File: config.mk
export PLATFORM = sky130hd
export DESIGN_NAME = alu_sequencial
export DESIGN_NICKNAME = d
export VERILOG_FILES = /design/src/rtl/alu_sequencial.sv
export SDC_FILE = /design/constraint.sdc
export NUM_CORES = 1
export LEC_CHECK = 0
export ABC_AREA = 0
export CORE_AREA = 2 2 200 202
export DETAILED_ROUTE_END_ITERATION = 8
export DIE_AREA = 0 0 202 204
export GPL_TIMING_DRIVEN = 0
export SETUP_SLACK_MARGIN = 0.05
export SLEW_MARGIN = 5
export SYNTH_ARGS = -nofsm -noshare
export SYNTH_HDL_FRONTEND = slang
export SYNTH_SLANG_ARGS = --single-unit
File: constraint.sdc
create_clock -name Clock -period 5.1 [get_ports Clock]
set_input_delay 1.02 -clock Clock [delete_from_list [all_inputs] [get_ports Clock]]
set_output_delay 1.02 -clock Clock [all_outputs]
set_load 0.02 [all_outputs]
File: src/rtl/alu_sequencial.sv
// Multi-cycle ALU: single-cycle logic/arithmetic ops, plus iterative shift-add
// multiply and restoring divide that each take WIDTH clocks.
module alu_sequencial #(
    parameter int WIDTH = 32
) (
    input  logic             Clock,
    input  logic             Reset_n,
    input  logic             Start,
    input  logic [5:0]       ALU_Ctrl,
    input  logic [WIDTH-1:0] A,
    input  logic [WIDTH-1:0] B,
    output logic             Busy,
    output logic             Done,
    output logic [WIDTH-1:0] Result,
    output logic [WIDTH-1:0] Result_Hi,
    output logic             Zero,
    output logic             Div_Zero
);

    localparam int CW = (WIDTH > 1) ? $clog2(WIDTH) : 1;
    localparam logic [CW-1:0] CNT_LAST = CW'(WIDTH - 1);
    localparam logic [CW-1:0] CNT_ONE  = CW'(1);
    localparam logic [CW-1:0] CNT_ZERO = CW'(0);

    typedef enum logic [1:0] {
        ST_IDLE = 2'd0,
        ST_MUL  = 2'd1,
        ST_DIV  = 2'd2
    } state_t;

    state_t           state_q, state_d;
    logic [CW-1:0]    cnt_q, cnt_d;
    logic [WIDTH-1:0] hi_q, hi_d;
    logic [WIDTH-1:0] lo_q, lo_d;
    logic [WIDTH-1:0] opnd_q, opnd_d;
    logic [WIDTH-1:0] result_q, result_d;
    logic [WIDTH-1:0] result_hi_q, result_hi_d;
    logic             zero_q, zero_d;
    logic             div_zero_q, div_zero_d;
    logic             done_q, done_d;

    logic [WIDTH-1:0] simple_s;
    logic             slt_s;
    logic [WIDTH:0]   mul_sum_s;
    logic [WIDTH-1:0] mul_hi_s, mul_lo_s;
    logic [WIDTH:0]   div_shift_s;
    logic [WIDTH+1:0] div_diff_s;
    logic             div_ge_s;
    logic [WIDTH-1:0] div_hi_s, div_lo_s;

    // Single-cycle operations; unknown codes fall back to add.
    always_comb begin
        slt_s    = ($signed(A) < $signed(B));
        simple_s = A + B;
        case (ALU_Ctrl)
            6'd1:    simple_s = A - B;
            6'd4:    simple_s = A | B;
            6'd5:    simple_s = A & B;
            6'd6:    simple_s = ~A;
            6'd7:    simple_s = {{(WIDTH-1){1'b0}}, slt_s};
            default: simple_s = A + B;
        endcase
    end

    // One multiply / divide iteration. hi_q:lo_q holds the partial product
    // (multiplier shifted out of lo_q) or the remainder:quotient pair.
    always_comb begin
        mul_sum_s   = {1'b0, hi_q} + (lo_q[0] ? {1'b0, opnd_q} : {(WIDTH+1){1'b0}});
        mul_hi_s    = mul_sum_s[WIDTH:1];
        mul_lo_s    = {mul_sum_s[0], lo_q[WIDTH-1:1]};
        div_shift_s = {hi_q, lo_q[WIDTH-1]};
        div_diff_s  = {1'b0, div_shift_s} - {2'b00, opnd_q};
        div_ge_s    = ~div_diff_s[WIDTH+1];
        div_hi_s    = div_ge_s ? div_diff_s[WIDTH-1:0] : div_shift_s[WIDTH-1:0];
        div_lo_s    = {lo_q[WIDTH-2:0], div_ge_s};
    end

    // Next-state and result-register update.
    always_comb begin
        state_d     = state_q;
        cnt_d       = cnt_q;
        hi_d        = hi_q;
        lo_d        = lo_q;
        opnd_d      = opnd_q;
        result_d    = result_q;
        result_hi_d = result_hi_q;
        zero_d      = zero_q;
        div_zero_d  = div_zero_q;
        done_d      = 1'b0;
        case (state_q)
            ST_IDLE: begin
                if (Start) begin
                    if (ALU_Ctrl == 6'd2 || (ALU_Ctrl == 6'd3 && B != {WIDTH{1'b0}})) begin
                        state_d = (ALU_Ctrl == 6'd2) ? ST_MUL : ST_DIV;
                        cnt_d   = CNT_ZERO;
                        hi_d    = {WIDTH{1'b0}};
                        lo_d    = A;
                        opnd_d  = B;
                    end else if (ALU_Ctrl == 6'd3) begin
                        result_d    = {WIDTH{1'b1}};
                        result_hi_d = A;
                        zero_d      = 1'b0;
                        div_zero_d  = 1'b1;
                        done_d      = 1'b1;
                    end else begin
                        result_d    = simple_s;
                        result_hi_d = {WIDTH{1'b0}};
                        zero_d      = (simple_s == {WIDTH{1'b0}});
                        div_zero_d  = 1'b0;
                        done_d      = 1'b1;
                    end
                end else begin
                    state_d = ST_IDLE;
                end
            end
            ST_MUL, ST_DIV: begin
                hi_d  = (state_q == ST_MUL) ? mul_hi_s : div_hi_s;
                lo_d  = (state_q == ST_MUL) ? mul_lo_s : div_lo_s;
                cnt_d = cnt_q + CNT_ONE;
                if (cnt_q == CNT_LAST) begin
                    state_d     = ST_IDLE;
                    result_d    = lo_d;
                    result_hi_d = hi_d;
                    zero_d      = (lo_d == {WIDTH{1'b0}});
                    div_zero_d  = 1'b0;
                    done_d      = 1'b1;
                end else begin
                    state_d = state_q;
                end
            end
            default: begin
                state_d = ST_IDLE;
            end
        endcase
    end

    // State and output registers; reset mid-iteration aborts silently.
    always_ff @(posedge Clock or negedge Reset_n) begin
        if (!Reset_n) begin
            state_q     <= ST_IDLE;
            cnt_q       <= CNT_ZERO;
            hi_q        <= {WIDTH{1'b0}};
            lo_q        <= {WIDTH{1'b0}};
            opnd_q      <= {WIDTH{1'b0}};
            result_q    <= {WIDTH{1'b0}};
            result_hi_q <= {WIDTH{1'b0}};
            zero_q      <= 1'b0;
            div_zero_q  <= 1'b0;
            done_q      <= 1'b0;
        end else begin
            state_q     <= state_d;
            cnt_q       <= cnt_d;
            hi_q        <= hi_d;
            lo_q        <= lo_d;
            opnd_q      <= opnd_d;
            result_q    <= result_d;
            result_hi_q <= result_hi_d;
            zero_q      <= zero_d;
            div_zero_q  <= div_zero_d;
            done_q      <= done_d;
        end
    end

    assign Busy      = (state_q != ST_IDLE);
    assign Done      = done_q;
    assign Result    = result_q;
    assign Result_Hi = result_hi_q;
    assign Zero      = zero_q;
    assign Div_Zero  = div_zero_q;

endmodule

==> impl_metrics.yaml, run 1 <==
worst_setup_path:
  worst_r2r_path_depth: 15
  worstSetupStartpointType: "primary input"
  end_kind: "flip-flop"
  crit_required_ps: 5500
  critical_path_class: "primary input to flip-flop"
  rrSetupSlack_ps: 260
  crit_fanout: 10
  r2r_start: "lo_q[0]"
  rr_endpoint: "Result_Hi[23]"
  crit_arrival_ps: 5470
synthesis:
  synth_edf_count: 0
  yosys.cell_types.count: 103
  synth_cells: 2287
  yosysSeqAreaShare_pct: 24.5
  ys_ff_latch: 170
  synth_top_cell_by_area: "dfrtp_1"
  syn_nets: 2529
  syn_avg_cell_area_sq_um: 7.60
  yosys_most_used_dff: "dfrtp_1"
  synthArstFlopShare_pct: 100
  synth_common_cells: "251 x nand2_1, 237 x a21oi_1, 210 x nor2_1"
  yosysMostFrequentCell: "nand2_1"
  synth_top_area_share_pct: 24.5
  ys_warn_count: 0
  synth_area_leaders: "dfrtp_1 24%, ha_1 12%, a21oi_1 6.8%"
  synth_area_sq_um: 17400
place:
  place_congestion: 0.987
  preCtsSetupSlack_ps: -850
  dp_hpwl_mm: 63.6
  placedCellCount: 2953
  placed_area_sq_um: 19500
  portBuffers: 140
hold_path:
  hp-start: "cnt_q[4]"
  worstHoldEndpoint: "cnt_q[4]"
  hold_class: "flip-flop to flip-flop"
  hold_path_depth: 2
global_route:
  grt_max_degree: 94
  gr-usage-all-layers_pct: 38.3
  antenna_found_initial: 0
  grt_pass1_wl_mm: 118
  first_global_vias: 18292
  grt.overflow.total: 0
timing:
  tns_ps: 0
  period_minus_slack_ps: 5070
  setup_viol: 0
  clock_skew_ps: 15.7
  slew_viol_final: 0
  rsz0062_at_grt: "false"
  worst_pin_slew_ps: 1050
  slew_headroom_pct: 29.4
  finalHoldViolCount: 0
  fmax_mhz: 197
  fin_ws_ps: 33.5
  fin_crit_sh_pct: 99.3
detailed_routing:
  wl_per_cell_microns: 26.9
  drt_first_pass_iters: 6
  vias_per_cell: 6.49
  drc_errors: 0
  drt-total-wl_mm: 80.4
  first_iter_violations: 2339
  dr_total_vias: 19363
  ant_nets: 0
floorplan:
  die_area_sq_um: 41200
  die_x_microns: 202
  start_util_pct: 44.4
  rows: 73
  core_area_sq_um: 39200
  io_pins: 141
  dieHeight_microns: 204
layout:
  fin_nets: 2689
  regArea_sq_um: 4250
  synthToLayoutAreaGrowth_pct: 16.3
  layout-drive-gt1-share_pct: 5.41
  final_area_sq_um: 20200
  insertedDiodeCount: 0
  n_fill_cell: 3853
  multi_input_area_sq_um: 12200
  finalNonFillerCells: 2985
cts:
  htree_levels: 4
  cts_hold_buffers: 0
  cts_sinks: 170
  clk_latency_ps: 470
  clk_pin_slew_ps: 70
  clockBufferDepth: 2
  cts_buffers: 17
  cts_root_buf: "clkbuf_16"
  cts_tree: "yes"
run_status:
  outcome: "finished clean"
power_and_ir_drop:
  irDropWorstVdd_mv: 0.241
  power_density_nw_per_um2: 304
  power_leakage_nw: 8.90
  total_power_w: 0.00615
flow_run:
  maxCapViolations: 0
-- power by group --
part	switching [W]	leakage, nW	total [W]	internal [W]
clock network	0.000619	0.289	0.00144	0.000822
logic	0.00177	6.51	0.00287	0.00110
registers	0.000235	2.10	0.00183	0.00160
total	0.00262	8.90	0.00615	0.00352
-- routing by layer --
metal	up-vias	global-route usage (%)	part of all wire, %
met2	1121	57.7	42
li1	8605	-	-
met1	9470	53.0	44
met3	167	9.26	10
met4	0	14.2	3.8
met5	-	0	0
-- logic make-up (layout without fill, tap and decap cells) --
| kind of cell | after synthesis | count (layout) | share of synthesized area [%] |
|---|---|---|---|
| compound gates | 806 | 806 | 30.4 |
| simple gates | 765 | 765 | 20.7 |
| buf+inv | 271 | 444 | 6.22 |
| flops | 170 | 170 | 24.5 |
| fa+ha+maj | 169 | 169 | 12.3 |
| xor+xnor | 57 | 57 | 2.87 |
| mux | 49 | 49 | 2.92 |
-- critical path, stage by stage --
cell,delay [ps]
clkdlybuf4s50_1,510
buf_2,260
nand2b_1,170
clkbuf_1,650
clkbuf_2,500
buf_1,650
o22ai_1,150
a22oi_1,360
nand4_1,280
nor4_2,300
nand4_1,150
nor4_1,250
a31o_1,190
-- worst max path at each step --
stage | slack (ps) | startpoint | depth (start not counted) | endpoint
final | 30 | ALU_Ctrl[1] | 13 | Zero
after global routing | 60 | lo_q[0] | 15 | Result_Hi[23]
after CTS | 80 | B[6] | 15 | Zero
after detailed placement | -850 | A[0] | 16 | Zero
after global placement | -4440 | Reset_n | 1 | Result[8]
after floorplan | 1160 | A[0] | 15 | Result[30]
-- cell type report --
cell class / instances / share of cell area (%)
Clock inverter: 14 / 0.959
Buffer: 131 / 2.77
Inverter: 140 / 2.60
Multi-Input combinational cell: 1846 / 60.1
Sequential cell: 170 / 21.0
Tap cell: 525 / 3.25
Clock buffer: 18 / 2.12
Timing Repair Buffer: 141 / 7.17
-- cells in the final DEF, fill, tap and decap left out, types with 16 or more instances in the layout --
cell type          n
o21ai_1           27
nand2_1          251
o21ai_0          168
inv_1            134
a21oi_1          236
clkdlybuf4s50_1  133
xor2_1            23
o22ai_1           31
clkbuf_16         17
a31oi_1           22
mux2i_1           44
nand4_1           26
nand3_1           47
a21o_1            64
nor3_1            44
buf_2             18
clkbuf_1          81
dfrtp_1          170
ha_1             165
o211ai_1          22
xnor2_1           34
buf_1             20
nor2b_1           21
a211o_1           17
o31ai_1           16
nor4_1            22
a211oi_1          21
nor2_1           210
and3_1            20
and2_1            47
nand2b_1          23
-- stage by stage --
stage          hold WS, ps  util (%)
5_1_grt                496      51.6
3_3_place_gp           462      49.6
4_1_cts                481      51.4
2_1_floorplan          445         -
6_report               485      51.6
3_5_place_dp           468      49.7
-- flip-flops by register name, summed over array words and instances, names as in the netlist --
name and flops:
Div_Zero 1, Done 1, Result 32, hi_q 32, state_q 2, lo_q 32
Result_Hi 32, cnt_q 5, opnd_q 32, Zero 1
-- what timing repair did --
| action | in CTS | in global routing |
|---|---|---|
| setup buffers | 0 | 0 |
| gates resized for setup | 6 | 27 |
| endpoints found under the setup margin | 2 | 72 |
| hold endpoints to repair | 0 | 0 |
| pin swaps | 0 | 0 |
No activity file was read; power rests on OpenSTA's default activity.
==> inputs of run 2 (changes only) <==
--- a/config.mk
+++ b/config.mk
@@ -6,12 +6,14 @@
 export NUM_CORES = 1
 export LEC_CHECK = 0
 export ABC_AREA = 0
-export CORE_AREA = 2 2 200 202
+export CORE_AREA = 3 3 201 203
+export CTS_CLUSTER_SIZE = 10
 export DETAILED_ROUTE_END_ITERATION = 8
-export DIE_AREA = 0 0 202 204
+export DIE_AREA = 0 0 204 206
 export GPL_TIMING_DRIVEN = 0
 export SETUP_SLACK_MARGIN = 0.05
 export SLEW_MARGIN = 5
 export SYNTH_ARGS = -nofsm -noshare
 export SYNTH_HDL_FRONTEND = slang
 export SYNTH_SLANG_ARGS = --single-unit
+export TNS_END_PERCENT = 10
==> run 2 against run 1 <==
Design area decreased by 0.33%. Global-route usage is 1.2 points lower. Worst hold slack improved by 3.6 ps. Utilization rose by 0.55 points. Via count decreased by 1.3%. Largest cell class unchanged. Register-to-register slack lost 70 ps. Setup slack improved by 64 ps. Critical path type unchanged. Highest routed layer is now met5. Wire length fell by 1.2%. Clock-buffer cell count is 3 higher.
==> impl_metrics.yaml, run 2 (synthesis results as in run 1) <==
run_status:
  outcome: "finished clean"
timing:
  fin_crit_sh_pct: 98.1
  finalHoldViolCount: 0
  setup_viol: 0
  fmax_mhz: 200
  worst_pin_slew_ps: 1120
  slew_headroom_pct: 24.8
  clock_skew_ps: 10.4
  period_minus_slack_ps: 5000
  rsz0062_at_grt: "true"
  slew_viol_final: 0
  hold_slack_ps: 488
worst_setup_path:
  cp_top_family: "simple AND/OR/NAND/NOR gates"
  critical_path_class: "primary input to flip-flop"
  crit_fanout: 7
  worstSetupStartpointType: "primary input"
  critPathBufInv: 2
  crit_arrival_ps: 5400
  critPathMaxStageDelay_ps: 710
  path_cells: "clkdlybuf4s50_1, ha_1, inv_1, fa_1, nor2b_2, o31ai_4, o211a_2, nor3_2, or2_2, a222oi_1, a21oi_1, nor3_2, nand4b_1, nor4_1, a31o_1"
  end_kind: "flip-flop"
  slowest_stage: "clkdlybuf4s50_1"
  crit_top_cell: "nor3_2"
  crit_required_ps: 5500
cts:
  clk_latency_ps: 470
  cts_sinks: 170
  post_cts_buffers: 0
  cts_buffers: 17
  clk_pin_slew_ps: 70
  cts_tree: "yes"
  htree_levels: 4
  clockBufferDepth: 2
  cts_hold_buffers: 0
  cts_root_buf: "clkbuf_16"
layout:
  layout_commonest_cell: "nand2_1"
  fin_nets: 2689
  layout-drive-gt1-share_pct: 5.20
  n_fill_cell: 3862
  synthToLayoutAreaGrowth_pct: 15.9
  final_area_sq_um: 20200
  layout_common_cells: "251 x nand2_1, 237 x a21oi_1, 210 x nor2_1, 170 x dfrtp_1, 168 x o21ai_0"
  regArea_sq_um: 4250
  multi_input_area_sq_um: 12100
power_and_ir_drop:
  power_density_nw_per_um2: 300
  p_int_w: 0.00344
  irDropWorstVdd_mv: 0.230
  switchingPower_w: 0.00261
  swShare_pct: 43.1
  seqPwrFrac_pct: 30.4
  comb_power_share_pct: 47.2
  power_leakage_nw: 8.86
  pwr-share-clk_pct: 22.5
global_route:
  grt_pass1_wl_mm: 116
  first_global_vias: 18047
  grt_max_degree: 98
  gr-usage-all-layers_pct: 37.1
  grt.overflow.total: 0
  antenna_found_initial: 2
place:
  placed_area_sq_um: 19500
  portBuffers: 140
  place_congestion: 1.01
  dp_hpwl_mm: 62.8
detailed_routing:
  vias_per_cell: 6.42
  drt-total-wl_mm: 79.4
  first_iter_violations: 2193
  drc_errors: 0
  ant_nets: 0
  dr_total_vias: 19114
  wl_per_cell_microns: 26.7
  drt_first_pass_iters: 7
hold_path:
  hold_class: "flip-flop to flip-flop"
floorplan:
  die_x_microns: 204
  rows: 72
  io_pins: 141
  core_area_sq_um: 38600
  start_util_pct: 45.0
  dieHeight_microns: 206
  die_area_sq_um: 42000
flow_run:
  maxCapViolations: 0
-- run 2: worst paths after layout --
| check | startpoint | end | slack (ps) | depth (start not counted) |
|---|---|---|---|---|
| setup / recovery | B[0] | Zero | 100 | 15 |
| hold / removal | cnt_q[4] | cnt_q[4] | 490 | 2 |
| setup reg to reg | lo_q[0] | hi_q[27] | 190 | 15 |
| hold reg to reg | cnt_q[4] | cnt_q[4] | 490 | 2 |
| max in group asynchronous | Reset_n | hi_q[5] | 3630 | 2 |
| min in group asynchronous | Reset_n | opnd_q[26] | 530 | 1 |
-- run 2: stage by stage --
stage,power (W),setup WS (ps),util (%),instances,TNS (ps)
floorplan,0.00361,1160,-,2287,0
global placement,0.00458,-4380,50.3,2945,-760370
detailed placement,0.00461,-778,50.4,2946,-17610
CTS,0.00597,50.9,51.9,2978,0
global route,0.00638,-11.2,52.1,2979,-11.2
finish,0.00605,97.9,52.1,2979,0
-- run 2: worst reg2reg max path, cell delays in order, from the launching register on --
cell	delay (ps)
dfrtp_1	540
clkbuf_1	310
and2_1	210
ha_1	240
fa_1	450
a21o_1	200
a21o_1	210
a2111oi_1	580
o31a_1	410
nor3_1	120
nor3_2	340
a311oi_1	260
xnor2_1	260
o32ai_1	150
a31oi_1	340
o21ai_0	130
-- run 2: area by class of cell --
cell class              count  share of cell area, %
clock buffers              21                   2.24
flip-flops and latches    170                   21.1
clock inverters            11                  0.671
plain buffers             131                   2.78
multi-input cells        1846                   60.2
inverters                 140                   2.61
repair buffers            141                   7.15
diodes                      1                 0.0124
well taps                 518                   3.22
-- run 2: power by group through the flow --
| stage | clock network, W | registers [W] | logic (W) |
|---|---|---|---|
| floorplan | 0 | 0.00188 | 0.00173 |
| global placement | 0 | 0.00184 | 0.00274 |
| detailed placement | 0 | 0.00185 | 0.00277 |
| CTS | 0.00135 | 0.00182 | 0.00279 |
| global route | 0.00142 | 0.00186 | 0.00310 |
| finish | 0.00136 | 0.00184 | 0.00286 |
-- run 2: what timing repair did --
item | 4_1_cts | 5_1_grt
gates resized for setup | 6 | 19
endpoints found under the setup margin | 1 | 20
pin swaps | 0 | 1
-- run 2: layer usage --
metal	track usage (%)	share of wire, %	vias up
li1	-	-	8606
met1	53.0	44	9320
met2	56.0	43	1030
met3	7.67	9.8	154
met4	11.9	3.4	4
met5	2.74	0.21	-
==> variant: new RTL, config.mk and constraints of run 2 <==
`WIDTH`: 32 -> 16.
--- a/src/rtl/alu_sequencial.sv
+++ b/src/rtl/alu_sequencial.sv
@@ -3,3 +3,3 @@
 module alu_sequencial #(
-    parameter int WIDTH = 32
+    parameter int WIDTH = 16
 ) (
Ports: changed (resized A, B, Result and Result_Hi); port bits go from 141 to 77. The function was not compared with the original's and may differ.
==> variant against run 2 <==
Sequential cell count is 81 lower; sequential share of layout area is 0.46 points higher; area after synthesis down 51%; synthesized cell count fell by 53%; final area is 49% lower; worst setup slack improved by 0.38 ns; routed wire length shrank 59%; total power shrank 49%; largest cell class unchanged.
==> variant: results <==
[logic_synthesis]
synth_fa_ha_area_share_pct = 13.2
yosys.cell_types.count = 88
synth_compound_area_share_pct = 27.6
yosysSeqAreaShare_pct = 25.9
synth_mux_area_share_pct = 4.28
synth-xor-area-share_pct = 2.65
synth_nets = 1206
synth.area.top_cells = dfrtp_1 (26%), ha_1 (12%), nand2_1 (6.0%)
syn_inst = 1077
synthTopCellsByCount = nand2_1 (137), a21oi_1 (89), dfrtp_1 (89)

[sta]
worst_clock_skew_ns = 0.00983
slew_headroom_pct = 19.6

[placement]
portBuffers = 75
place_area_sq_um = 10000
place_ws_ns = -0.167
hpwl_um = 25900

[critical_path]
rr_worst_depth = 12
cp_data_arrival_time_ns = 4.91

[grt]
track_usage_pct = 15.4
grt_pass1_wl_um = 50600
grt_max_degree = 50
antenna_found_initial = 0
grt_pass1_vias = 8566

[finish]
final_cell_count_no_fill = 1687
diodes = 0
drive_above_1_share_pct = 6.50

[clocking]
cts_made_buffers = 9
clkLatencyLatePin_ns = 0.35

[routing]
wl_per_cell_um = 19.4
drtIter0Drc = 888
drt_first_pass_iters = 5

[pwr]
p_leak_nw = 4.36
ir_drop_v = 0.000204

[outcome]
status = finished clean
-- variant: cell types whose count changed after synthesis, sizes merged, moves of 24 or more --
cell / run 2 / this run
inv: 139 / 71
nor3: 47 / 23
clkbuf: 83 / 27
nor2: 211 / 71
ha: 165 / 84
dfrtp: 170 / 89
nand2: 251 / 138
a21o: 64 / 21
o21ai: 198 / 97
a21oi: 239 / 89
-- variant: timing repair --
item	4_1_cts	5_1_grt
endpoints found under the setup margin	0	1
hold endpoints to repair	0	0
gates resized for setup	0	1
-- variant: critical path: stages --
cell	delay, ns
clkdlybuf4s50_1	0.68
ha_1	0.28
inv_1	0.07
fa_1	0.41
nand3b_1	0.26
a211oi_1	0.50
nor2_1	0.11
a221o_1	0.42
o31ai_1	0.39
o32ai_1	0.17
nor4_1	0.31
nand4b_1	0.17
nand2_1	0.09
-- variant: path summary, 6_finish.rpt --
kind	start	to	slack, ns
max in group asynchronous	Reset_n	hi_q[13]$_DFFE_PN0P_	3.76
worst min register to register	Result[12]$_DFFE_PN0P_	Result[12]$_DFFE_PN0P_	0.47
min in group asynchronous	Reset_n	Done$_DFF_PN0_	0.67
worst max-delay path	A[0]	Zero$_DFFE_PN0P_	0.48
worst min-delay path	Result[12]$_DFFE_PN0P_	Result[12]$_DFFE_PN0P_	0.47
worst max register to register	lo_q[0]$_DFFE_PN0P_	hi_q[14]$_DFFE_PN0P_	1.58
-- variant: routing by layer --
metal | wire length (um) | share of wire, % | vias up | track usage (%)
li1 | - | - | 4062 | -
met1 | 14000 | 43 | 4237 | 20.5
met2 | 15400 | 47 | 386 | 26.2
met3 | 2290 | 7.0 | 64 | 1.76
met4 | 1010 | 3.1 | 0 | 4.96
met5 | 0 | 0 | - | 0
-- variant: logic make-up (layout without fill, tap and decap cells) --
logic type | Yosys count | after routing
AOI/OAI and AO/OA | 352 | 352
xor gates and xnor gates | 26 | 26
adders and majority gates | 88 | 88
buffers and inverters | 126 | 218
DFF | 89 | 89
muxes | 35 | 35
and+or+nand+nor | 361 | 361
-- variant: per-stage QoR --
step	TNS [ns]	utilization [%]
final	0	26.7
after global routing	0	26.7
after CTS	0	26.7
after detailed placement	-0.394	25.9
after global placement	-38.67	25.9
after floorplan	0	-
-- variant: cell type report --
class / instances / area [sq um]
plain buffers: 55 / 258
clock inverters: 6 / 75.1
multi-input cells: 862 / 5850
repair buffers: 76 / 776
fillers: 4217 / 28300
clock buffers: 10 / 229
inverters: 71 / 267
flip-flops and latches: 89 / 2230
well taps: 518 / 648
-- variant: report_power, final --
group	internal, mW	switching (mW)
registers	0.825	0.137
logic	0.610	0.812
clock network	0.388	0.315
